<file path="config.mk">
export PLATFORM = sky130hd
export DESIGN_NAME = pc_sequencer
export DESIGN_NICKNAME = d
export VERILOG_FILES = /design/src/rtl/arm_lp_pkg.sv /design/src/rtl/pc_target_mux.sv /design/src/rtl/pc_sequencer.sv
export SDC_FILE = /design/constraint.sdc
export NUM_CORES = 1
export LEC_CHECK = 0
export ABC_AREA = 0
export BUFFER_PORTS_ARGS = -buffer_cell sky130_fd_sc_hd__buf_2
export CORE_ASPECT_RATIO = 0.7
export CORE_MARGIN = 1.5
export CORE_UTILIZATION = 53
export CTS_BUF_LIST = sky130_fd_sc_hd__clkbuf_4 sky130_fd_sc_hd__clkbuf_8 sky130_fd_sc_hd__clkbuf_16
export CTS_CLUSTER_DIAMETER = 60
export DETAILED_ROUTE_END_ITERATION = 8
export PLACE_DENSITY = 0.83
export SLEW_MARGIN = 40
export SYNTH_ARGS = -nofsm -noshare
export SYNTH_HDL_FRONTEND = slang
export SYNTH_HIERARCHICAL = 1
export SYNTH_SLANG_ARGS = --single-unit
</file>
<file path="constraint.sdc">
create_clock -name clock -period 3.6 [get_ports clock]
set_clock_uncertainty 0.15 [all_clocks]
set_input_delay 0.18 -clock clock [delete_from_list [all_inputs] [get_ports clock]]
set_output_delay 0.18 -clock clock [all_outputs]
set_load 0.1 [all_outputs]
</file>
<file path="src/rtl/arm_lp_pkg.sv">
// Shared definitions for the ARM-LP multicycle core front end.
package arm_lp_pkg;

  typedef enum logic [1:0] {
    SEQ      = 2'd0,
    REL      = 2'd1,
    REG      = 2'd2,
    REDIRECT = 2'd3
  } pc_src_e;

  localparam int unsigned INSTR_BYTES_DEF = 4;

  // Ceiling log2; returns 0 for values of 0 or 1.
  function automatic int unsigned clog2(input int unsigned value);
    int unsigned r;
    r = 0;
    for (int unsigned i = 0; i < 32; i++) begin
      if ((33'd1 << i) < 33'(value)) r = i + 1;
    end
    return r;
  endfunction

endpackage

</file>
<file path="src/rtl/pc_target_mux.sv">
// Combinational next-PC selection with alignment checking of absolute targets.
module pc_target_mux
  import arm_lp_pkg::*;
#(
  parameter int unsigned ADDR_WIDTH   = 32,
  parameter int unsigned OFFSET_WIDTH = 32,
  parameter int unsigned INSTR_BYTES  = INSTR_BYTES_DEF
) (
  input  logic [ADDR_WIDTH-1:0]   i_pc,
  input  logic                    i_redirect,
  input  logic                    i_branch_reg,
  input  logic                    i_uncond,
  input  logic                    i_branch,
  input  logic                    i_on_nonzero,
  input  logic                    i_zero,
  input  logic [ADDR_WIDTH-1:0]   i_reg_target,
  input  logic [ADDR_WIDTH-1:0]   i_redirect_target,
  input  logic [OFFSET_WIDTH-1:0] i_offset,
  output logic [ADDR_WIDTH-1:0]   o_next_pc,
  output logic [ADDR_WIDTH-1:0]   o_seq_pc,
  output logic                    o_align_fault
);

  localparam int unsigned           SHIFT    = clog2(INSTR_BYTES);
  localparam logic [ADDR_WIDTH-1:0] LOW_MASK = ADDR_WIDTH'(INSTR_BYTES - 1);

  logic [ADDR_WIDTH-1:0] w_off_ext;
  logic [ADDR_WIDTH-1:0] w_rel_pc;
  logic [ADDR_WIDTH-1:0] w_raw;
  pc_src_e               w_src;

  generate
    if (OFFSET_WIDTH >= ADDR_WIDTH) begin : g_trunc
      assign w_off_ext = i_offset[ADDR_WIDTH-1:0];
    end else begin : g_sext
      assign w_off_ext = {{(ADDR_WIDTH-OFFSET_WIDTH){i_offset[OFFSET_WIDTH-1]}}, i_offset};
    end
  endgenerate

  assign o_seq_pc = i_pc + ADDR_WIDTH'(INSTR_BYTES);
  assign w_rel_pc = i_pc + (w_off_ext << SHIFT);

  always_comb begin
    w_src = SEQ;
    if (i_redirect)                             w_src = REDIRECT;
    else if (i_branch_reg)                      w_src = REG;
    else if (i_uncond)                          w_src = REL;
    else if (i_branch && (i_zero ^ i_on_nonzero)) w_src = REL;
  end

  // Only absolute targets can be misaligned; they are forced aligned but still taken.
  always_comb begin
    w_raw         = o_seq_pc;
    o_next_pc     = o_seq_pc;
    o_align_fault = 1'b0;
    case (w_src)
      REDIRECT: w_raw = i_redirect_target;
      REG:      w_raw = i_reg_target;
      REL:      w_raw = w_rel_pc;
      default:  w_raw = o_seq_pc;
    endcase
    if ((w_src == REG) || (w_src == REDIRECT)) begin
      o_next_pc     = w_raw & ~LOW_MASK;
      o_align_fault = |(w_raw & LOW_MASK);
    end else begin
      o_next_pc = w_raw;
    end
  end

endmodule

</file>
<file path="src/rtl/pc_sequencer.sv">
// Architectural PC holder: advances once per STAGES-cycle instruction, with stall,
// BL link capture, external redirect and alignment-fault pulses.
module pc_sequencer
  import arm_lp_pkg::*;
#(
  parameter int unsigned           ADDR_WIDTH   = 32,
  parameter int unsigned           OFFSET_WIDTH = 32,
  parameter int unsigned           INSTR_BYTES  = INSTR_BYTES_DEF,
  parameter int unsigned           STAGES       = 5,
  parameter logic [ADDR_WIDTH-1:0] RESET_VECTOR = '0
) (
  input  logic                       clock,
  input  logic                       reset_n,
  input  logic                       stall,
  input  logic                       branchFlag,
  input  logic                       branchOnNonZero,
  input  logic                       zeroFlag,
  input  logic                       unconditionalBranchFlag,
  input  logic                       linkFlag,
  input  logic                       branchRegFlag,
  input  logic [ADDR_WIDTH-1:0]      branchRegTarget,
  input  logic [OFFSET_WIDTH-1:0]    pcOffsetFilled,
  input  logic                       redirectValid,
  input  logic [ADDR_WIDTH-1:0]      redirectTarget,
  output logic [ADDR_WIDTH-1:0]      PC,
  output logic [clog2(STAGES)-1:0]   phase,
  output logic                       pcCommit,
  output logic [ADDR_WIDTH-1:0]      linkAddr,
  output logic                       linkValid,
  output logic                       alignFault
);

  localparam int unsigned   PW         = clog2(STAGES);
  localparam logic [PW-1:0] LAST_PHASE = PW'(STAGES - 1);

  logic [ADDR_WIDTH-1:0] r_pc;
  logic [PW-1:0]         r_phase;
  logic                  r_commit;
  logic [ADDR_WIDTH-1:0] r_link_addr;
  logic                  r_link_valid;
  logic                  r_fault;

  logic [ADDR_WIDTH-1:0] w_next_pc;
  logic [ADDR_WIDTH-1:0] w_seq_pc;
  logic                  w_fault;

  pc_target_mux #(
    .ADDR_WIDTH   (ADDR_WIDTH),
    .OFFSET_WIDTH (OFFSET_WIDTH),
    .INSTR_BYTES  (INSTR_BYTES)
  ) u_mux (
    .i_pc              (r_pc),
    .i_redirect        (redirectValid),
    .i_branch_reg      (branchRegFlag),
    .i_uncond          (unconditionalBranchFlag),
    .i_branch          (branchFlag),
    .i_on_nonzero      (branchOnNonZero),
    .i_zero            (zeroFlag),
    .i_reg_target      (branchRegTarget),
    .i_redirect_target (redirectTarget),
    .i_offset          (pcOffsetFilled),
    .o_next_pc         (w_next_pc),
    .o_seq_pc          (w_seq_pc),
    .o_align_fault     (w_fault)
  );

  always_ff @(posedge clock or negedge reset_n) begin
    if (!reset_n) begin
      r_pc         <= RESET_VECTOR;
      r_phase      <= '0;
      r_commit     <= 1'b0;
      r_link_addr  <= '0;
      r_link_valid <= 1'b0;
      r_fault      <= 1'b0;
    end else begin
      r_commit     <= 1'b0;
      r_link_valid <= 1'b0;
      r_fault      <= 1'b0;
      // Redirect bypasses stall and the phase counter, and suppresses link capture.
      if (redirectValid) begin
        r_pc     <= w_next_pc;
        r_phase  <= '0;
        r_commit <= 1'b1;
        r_fault  <= w_fault;
      end else if (!stall) begin
        if (r_phase == LAST_PHASE) begin
          r_phase  <= '0;
          r_pc     <= w_next_pc;
          r_commit <= 1'b1;
          r_fault  <= w_fault;
          if (linkFlag && unconditionalBranchFlag) begin
            r_link_addr  <= w_seq_pc;
            r_link_valid <= 1'b1;
          end
        end else begin
          r_phase <= r_phase + PW'(1);
        end
      end
    end
  end

  assign PC         = r_pc;
  assign phase      = r_phase;
  assign pcCommit   = r_commit;
  assign linkAddr   = r_link_addr;
  assign linkValid  = r_link_valid;
  assign alignFault = r_fault;

endmodule

</file>
-- Yosys cells after proc, flatten, opt, wreduce, memory -nomap -nowiden
Index checks and enable logic that the tools add are counted.
- bits in registers: 70
- latch bits: 0
- memory bits (writable): 0
- bits in read-only memories: 0
- input bits: 106
- output and inout port bits: 70
- logic and storage cells: 47
- memories: 0
- $add $sub $neg: 3
- multipliers: 0
- div/mod/pow operators: 0
- magnitude comparators: 0
- eq/ne operators: 5
- shift operators: 0
- muxes and demuxes: 23
- bitwise operators: 3
- reductions and logical operators: 7
- operators by type and width (operator ; number):
    32-bit two-way mux ; 3
    32-bit one-hot mux with 3 select lines ; 1
    32-bit by 3-bit adder with 32-bit output, second input constant ; 1
    32-bit adder ; 1
    1-bit two-way mux ; 12
    3-bit two-way mux ; 3
    2-bit two-way mux ; 4
    2-bit equality test, second input constant ; 2
    4-bit AND reduction ; 1
    3-bit by 1-bit adder with 3-bit output, second input constant ; 1
    3-bit equality test, second input constant ; 1
    2-bit by 1-bit equality test with 1-bit output, second input constant ; 1
    1-bit logical AND ; 2
    2-bit by 1-bit != test with 1-bit output, second input constant ; 1
    1-bit inverter ; 2
    2-bit AND reduction ; 1
    2-bit nonzero test ; 1
    2-bit OR reduction ; 1
    1-bit logical OR ; 1
    1-bit bitwise XOR ; 1

-- Longest topological paths before layout
Gate-level depths: netlist of the first run.
- word-level depth: 13
- depth in mapped cells: 11
- gate-level depth less buffers: 11

-- Hierarchy
The synthesis of the first run kept the hierarchy.
- by module, submodules not included (module ; times used ; cells each ; area each (um^2) ; sequential area each (um^2)):
    pc_target_mux ; 1 ; 445 ; 2917.8 ; 0.0
    pc_sequencer ; 1 ; 163 ; 2790.2 ; 1751.7

-- Worst setup path after synthesis of the first run
No wires, ideal clock.
- path kind: register -> register
- start: register r_pc[2] (netlist: PC[2])
- end: register r_pc[28] (netlist: PC[28])
- setup time: 129 ps
- arrival time: 3342 ps
- required time: 3321 ps
- setup slack: -21 ps
- cell stages (with the launch flop): 12
- buffers on the path: 0
- clock period less this slack: 3621 ps
- path through: dfrtp_1 ha_1 fa_1 a21oi_1 nor2_1 o41ai_1 a21oi_1 o2111ai_1 a2111oi_0 nor4_1 nor3_1 mux2_1
- word-level cells in the longest chain between the ends: 5
- elaborated cells between the ends (all ways): 6
- classes of those cells: add/sub: 2; mux: 4
- RTL lines (item ; RTL line ; text):
    start: declaration ; pc_sequencer.sv:36 ; logic [ADDR_WIDTH-1:0] r_pc;
    start signal: assignment ; pc_sequencer.sv:81 ; r_pc <= w_next_pc;
    start signal: assignment ; pc_sequencer.sv:88 ; r_pc <= w_next_pc;
    32-bit by 3-bit adder with 32-bit output / 32-bit adder (equally long branches) ; pc_target_mux.sv:40, pc_target_mux.sv:41 ;
    32-bit one-hot mux with 3 select lines (*) ; pc_target_mux.sv:56 ; case (w_src)
    via w_next_pc[28] ; pc_sequencer.sv:43 ; logic [ADDR_WIDTH-1:0] w_next_pc;
    32-bit two-way mux ; pc_sequencer.sv:86 ; if (r_phase == LAST_PHASE) begin
    32-bit two-way mux ; pc_sequencer.sv:85 ; end else if (!stall) begin
    32-bit two-way mux (*) ; pc_sequencer.sv:80 ; if (redirectValid) begin
Mark *: on every way through the listed nets, which the timed path passes. The rest lies on a longest branch. The select of a mux whose other input is x is not followed.
A chain may end at the register's enable or synchronous reset.

-- Worst setup path in the final report of the first run
- start: register r_pc[9] (netlist: PC[9])
- end: register r_pc[28] (netlist: PC[28])
The elaborated chain is that of the path after synthesis.

==> results of run 1 <==
==> timing repair <==
action                                  CTS  global route
gates resized for setup                   0             3
setup buffers                             0             0
endpoints found under the setup margin    0             4
hold endpoints to repair                 33             0
hold buffers                              1             0
==> path summary, 6_finish.rpt <==
path                             startpoint            to
min in group asynchronous           reset_n     linkValid
worst min-delay path                  stall      phase[1]
worst max-delay path                  PC[9]        PC[28]
worst max register to register        PC[9]        PC[28]
worst min register to register  linkAddr[0]   linkAddr[0]
max in group asynchronous           reset_n  linkAddr[10]
==> placed cells by master, fill, tap and decap left out, types with 21 or more instances in the layout <==
cell type / synthesis / layout
nand2_1: 56 / 56
buf_2: 3 / 172
nor2_1: 48 / 48
mux2_4: 29 / 29
ha_1: 32 / 32
a21oi_1: 53 / 53
nand3_1: 21 / 21
o21ai_0: 29 / 29
xnor2_1: 36 / 36
dfrtp_1: 70 / 69
mux2_2: 34 / 34
==> through the flow <==
step | setup slack [ns] | utilization, % | hold slack [ns] | cells | cell area [sq um]
4_1_cts | 0.0636 | 67.5 | 0.00929 | 918 | 7020
3_3_place_gp | 0.165 | 64.3 | 0.153 | 901 | 6690
5_1_grt | -0.00231 | 67.7 | 0.0100 | 918 | 7040
6_report | 0.0658 | 67.7 | 0.0202 | 918 | 7040
3_5_place_dp | 0.105 | 64.3 | 0.172 | 901 | 6690
2_1_floorplan | 0.175 | - | -0.266 | 608 | 5710
==> critical path: stages (launching register included) <==
cell and delay (ns):
dfrtp_1 0.45, ha_1 0.42, o21ai_0 0.17, a21oi_1 0.25
o41ai_2 0.14, a21oi_1 0.23, o2111ai_1 0.17, a2111oi_0 0.78
o2111a_1 0.30, nor3_1 0.05, mux2_1 0.30
==> state kept, by name, indices dropped and copies added, names as in the netlist <==
| name | count |
|---|---|
| phase | 3 |
| linkValid | 1 |
| alignFault | 1 |
| linkAddr | 32 |
| pcCommit | 1 |
| PC | 32 |
==> layer usage <==
layer / up-vias / share of wire, % / wire length (um) / global-route usage, %
met5: - / 0 / 0 / 0
met1: 2694 / 44 / 8440 / 47.6
li1: 2603 / - / - / -
met4: 0 / 2.3 / 441 / 11.3
met2: 355 / 43 / 8150 / 50.1
met3: 40 / 11 / 2040 / 8.21
==> cell type report <==
| type | count | share of cell area (%) |
|---|---|---|
| multi-input combinational | 501 | 53.6 |
| sequential | 70 | 24.9 |
| timing repair buffer | 188 | 14.0 |
| clock buffer | 12 | 3.61 |
| tap | 132 | 2.35 |
| clock inverter | 4 | 0.996 |
| inverter | 11 | 0.587 |
==> kinds of logic after synthesis <==
family | synth area share (%)
AND/OR/NAND/NOR | 14.9
AO/OA/AOI/OAI | 20.2
flip-flops | 30.7
multiplexers | 14.7
XOR/XNOR | 8.59
buffers and inverters | 3.51
adder cells (fa/ha/maj) | 7.37
==> where the power goes <==
part	internal (W)	leakage (nW)	switching, W
clock network	0.000639	0.163	0.000342
registers	0.000865	0.907	0.000131
logic	0.000597	2.30	0.00136
==> impl_metrics.json, run 1 <==
{
  "total_power_w": 0.00393,
  "die_x_um": 127,
  "hold_class": "in2reg",
  "max_slew_margin_pct": 45.0,
  "dp_hpwl_um": 14400,
  "leakagePower_nw": 3.37,
  "grt.total_usage_pct": 33.6,
  "async_flop_share_pct": 100,
  "synth.yosys.warnings": 6,
  "clk_latency_ns": 0.33,
  "synth.net_count": 747,
  "grt_pass1_wl_um": 29900,
  "synth_edf_count": 0,
  "required_ns": 3.66,
  "ys_ff_latch": 70,
  "coreArea_sq_um": 10400,
  "ys_top_cells_by_area": "dfrtp_1 (31%), mux2_4 (7.6%), ha_1 (7.0%)",
  "r2r_cells": 10,
  "dr.first_iter.drc_count": 427,
  "crit_type": "reg2reg",
  "synth_top_flop_cell": "dfrtp_1",
  "synth_largest_area_cell": "dfrtp_1",
  "synth_top_area_share_pct": 30.7,
  "avgSynthCellArea_sq_um": 9.39,
  "ir_worst_vdd_mv": 0.348,
  "nNetsFinal": 920,
  "antenna_found_initial": 0,
  "cts_tree": "done",
  "row_count": 31,
  "cts_root_buffer": "clkbuf_16",
  "overflow": 0,
  "crit_path_start_kind": "flip-flop",
  "area_delta_synth_final_pct": 23.3,
  "synth_area_sq_um": 5710,
  "setup_viol": 0,
  "fillers": 857,
  "worst_pin_slew_ns": 0.805,
  "vias": 5692,
  "cp.arrival_ns": 3.59,
  "status": "completed",
  "endpoint_kind": "flip-flop",
  "drive_gt1_share_pct": 36.6,
  "wl_per_cell_um": 20.8,
  "fin_crit_ns": 3.53,
  "port_buffers": 173,
  "slew_viol_final": 0,
  "p_per_area_nw_per_um2": 559,
  "multiInputGateArea_sq_um": 3770,
  "max_cap_violations": 0,
  "io_pins": 176,
  "fmax_ghz": 0.283,
  "start_util_pct": 54.9,
  "rrSetupSlack_ns": 0.07,
  "period_share_pct": 98.2,
  "regArea_sq_um": 1750,
  "hold_viol_final": 0,
  "htreeDepth": 3,
  "clk_pin_slew_ns": 0.06,
  "yosys-top-cells-count": "dfrtp_1 (70), nand2_1 (56), a21oi_1 (53)",
  "clockBufferDepth": 2,
  "drc": 0,
  "clock-sinks": 70,
  "n_antenna_cell": 0,
  "grt_max_degree": 35,
  "yosysMostFrequentCell": "dfrtp_1",
  "grt_pass1_vias": 5763,
  "netlist_instances": 608,
  "die_area_sq_um": 11400,
  "drtPass1Iterations": 5,
  "synth_cell_types": 71,
  "whs_path_depth": 3,
  "rsz0062_at_grt": "true",
  "antenna_left": 0,
  "gp_congestion": 0.971,
  "finalSetupTns_ns": 0,
  "avgViaCountPerCell": 6.20,
  "ys_seq_area_share_pct": 30.7,
  "cts_inserted_buffers": 9,
  "routed_wl_um": 19100,
  "crit_fanout": 7,
  "die_h_um": 89.8
}
(Power assumes the default switching activity.)
==> inputs of run 2 (changes only) <==
Settings changed: BUFFER_PORTS_ARGS -buffer_cell sky130_fd_sc_hd__buf_2 to -buffer_cell sky130_fd_sc_hd__buf_4.
==> run 2 against run 1 <==
  * First-iteration DRC count increased by 3.5%
  * Combinational power rose by 4%
  * Die area stayed put
  * Register-to-register slack better by 0.06 ns
  * Via count increased by 0.95%
  * Hold slack gained 0.029 ns
  * Clock power grew 4%
  * Non-clock buffer count down 1
  * Critical path type unchanged
  * Highest routed layer unchanged
==> impl_metrics.json, run 2 (synthesized netlist as in run 1, its figures left out) <==
{
  "fin_cells": 917,
  "finalSetupTns_ns": 0,
  "area_delta_synth_final_pct": 31.0,
  "cp.arrival_ns": 3.54,
  "coreArea_sq_um": 10400,
  "worstReg2RegStart": "PC[4]",
  "clkPwrFrac_pct": 25.2,
  "fin_crit_ns": 3.47,
  "die_area_sq_um": 11400,
  "dp_hpwl_um": 14100,
  "cp_num_buf_inv": 0,
  "slew_viol_final": 0,
  "grt_max_degree": 71,
  "hold_viol_final": 0,
  "period_share_pct": 96.4,
  "n_antenna_cell": 0,
  "clk_latency_ns": 0.34,
  "status": "completed",
  "cts_tree": "done",
  "ir_worst_vdd_mv": 0.290,
  "slowest_delay_ns": 0.79,
  "endpoint_kind": "flip-flop",
  "nNetsFinal": 919,
  "drtPass1Iterations": 5,
  "final_common_cell": "buf_4",
  "die_x_um": 127,
  "placed_cells": 899,
  "clk_pin_slew_ns": 0.06,
  "start_util_pct": 54.9,
  "crit_path_top_delay_cell": "a2111oi_0",
  "required_ns": 3.67,
  "grt.total_usage_pct": 32.8,
  "max_cap_violations": 0,
  "max_slew_margin_pct": 44.3,
  "drc": 0,
  "hold_class": "in2reg",
  "cts_inserted_buffers": 9,
  "crit_path_start_kind": "flip-flop",
  "clock-sinks": 70,
  "grt_pass1_wl_um": 29300,
  "switching_share_pct": 45.5,
  "io_pins": 176,
  "crit_path_frequent_cell": "a21oi_1",
  "crit_type": "reg2reg",
  "p_per_area_nw_per_um2": 541,
  "comb_power_share_pct": 50.0,
  "avgViaCountPerCell": 6.27,
  "die_h_um": 89.8,
  "rsz0062_at_grt": "false",
  "r2r_cells": 10,
  "critPathTopFamily": "compound AO/OA/AOI/OAI gates",
  "antenna_left": 0,
  "seq_power_share_pct": 24.8,
  "row_count": 31,
  "crit_chain": "ha_1, a21oi_1, nor2_1, o41ai_2, a21oi_1, o2111ai_1, a2111oi_0, o2111a_1, nor3_1, mux2_1",
  "htreeDepth": 3,
  "fmax_ghz": 0.288,
  "grt_pass1_vias": 5591,
  "min_from": "redirectTarget[21]",
  "cp-startpoint": "PC[4]",
  "gp_congestion": 0.955,
  "leakagePower_nw": 3.48,
  "whs_path_depth": 4,
  "final_cell_mix": "buf_4 (184), dfrtp_1 (69), nand2_1 (56)",
  "drive_gt1_share_pct": 36.3,
  "overflow": 0,
  "setup_viol": 0,
  "intPower_w": 0.00220,
  "clockBufferDepth": 2,
  "cts_root_buffer": "clkbuf_16",
  "p_switching_w": 0.00184,
  "path_depth": 10,
  "worst_pin_slew_ns": 0.815,
  "antenna_found_initial": 0,
  "crit_fanout": 7,
  "wl_per_cell_um": 20.6,
  "dr.first_iter.drc_count": 442,
  "routed_wl_um": 18900,
  "vias": 5746,
  "port_buffers": 173
}
## run 2: per-stage QoR
step / utilization [%] / power [W] / setup slack [ns] / instance area, sq um / hold slack (ns)
after global placement: 68.3 / 0.00296 / 0.147 / 7100 / 0.208
final: 71.9 / 0.00405 / 0.129 / 7480 / 0.0489
after floorplan: - / 0.00246 / 0.175 / 5710 / -0.266
after global routing: 71.9 / 0.00422 / 0.0187 / 7480 / 0.0644
after detailed placement: 68.4 / 0.00298 / 0.148 / 7110 / 0.0900
after CTS: 71.9 / 0.00402 / 0.0846 / 7470 / 0.0432
## run 2: final cells by class
class,count,area (sq um)
well taps,132,165
repair buffers,187,1410
clock inverters,4,76.3
fillers,789,2920
clock buffers,12,267
flip-flops and latches,70,1750
multi-input cells,501,3760
inverters,11,41.3
## run 2: repair_timing
item / CTS / global route
hold buffers: 2 / 0
endpoints found under the setup margin: 0 / 5
setup buffers: 0 / 0
endpoints found under the hold margin: 71 / 0
gates resized for setup: 0 / 2
## run 2: power groups by stage
stage	combinational, W	sequential (W)	clock (W)
global route	0.00214	0.00102	0.00106
global placement	0.00196	0.00100	0
detailed placement	0.00197	0.00101	0
CTS	0.00199	0.000998	0.00103
floorplan	0.000902	0.00156	0
finish	0.00202	0.00100	0.00102
## run 2: path summary, 6_finish.rpt
| kind | to | slack [ns] |
|---|---|---|
| setup / recovery | PC[28] | 0.13 |
| hold / removal | PC[21] | 0.05 |
| setup reg to reg | PC[28] | 0.13 |
| hold reg to reg | linkAddr[1] | 0.36 |
| max in group asynchronous | PC[2] | 2.50 |
| min in group asynchronous | linkAddr[25] | 0.26 |
## run 2: worst min-delay path, stage by stage
cell and delay (ns):
buf_4 0.08, nand2_1 0.04, o221ai_1 0.05, mux2_2 0.14
## run 2: metal layers
metal / vias up / GRT usage [%] / share of wire (%)
met5: - / 0 / 0
met4: 0 / 9.09 / 1.5
met3: 28 / 5.77 / 10
met2: 358 / 49.0 / 43
met1: 2761 / 48.6 / 45
li1: 2599 / - / -
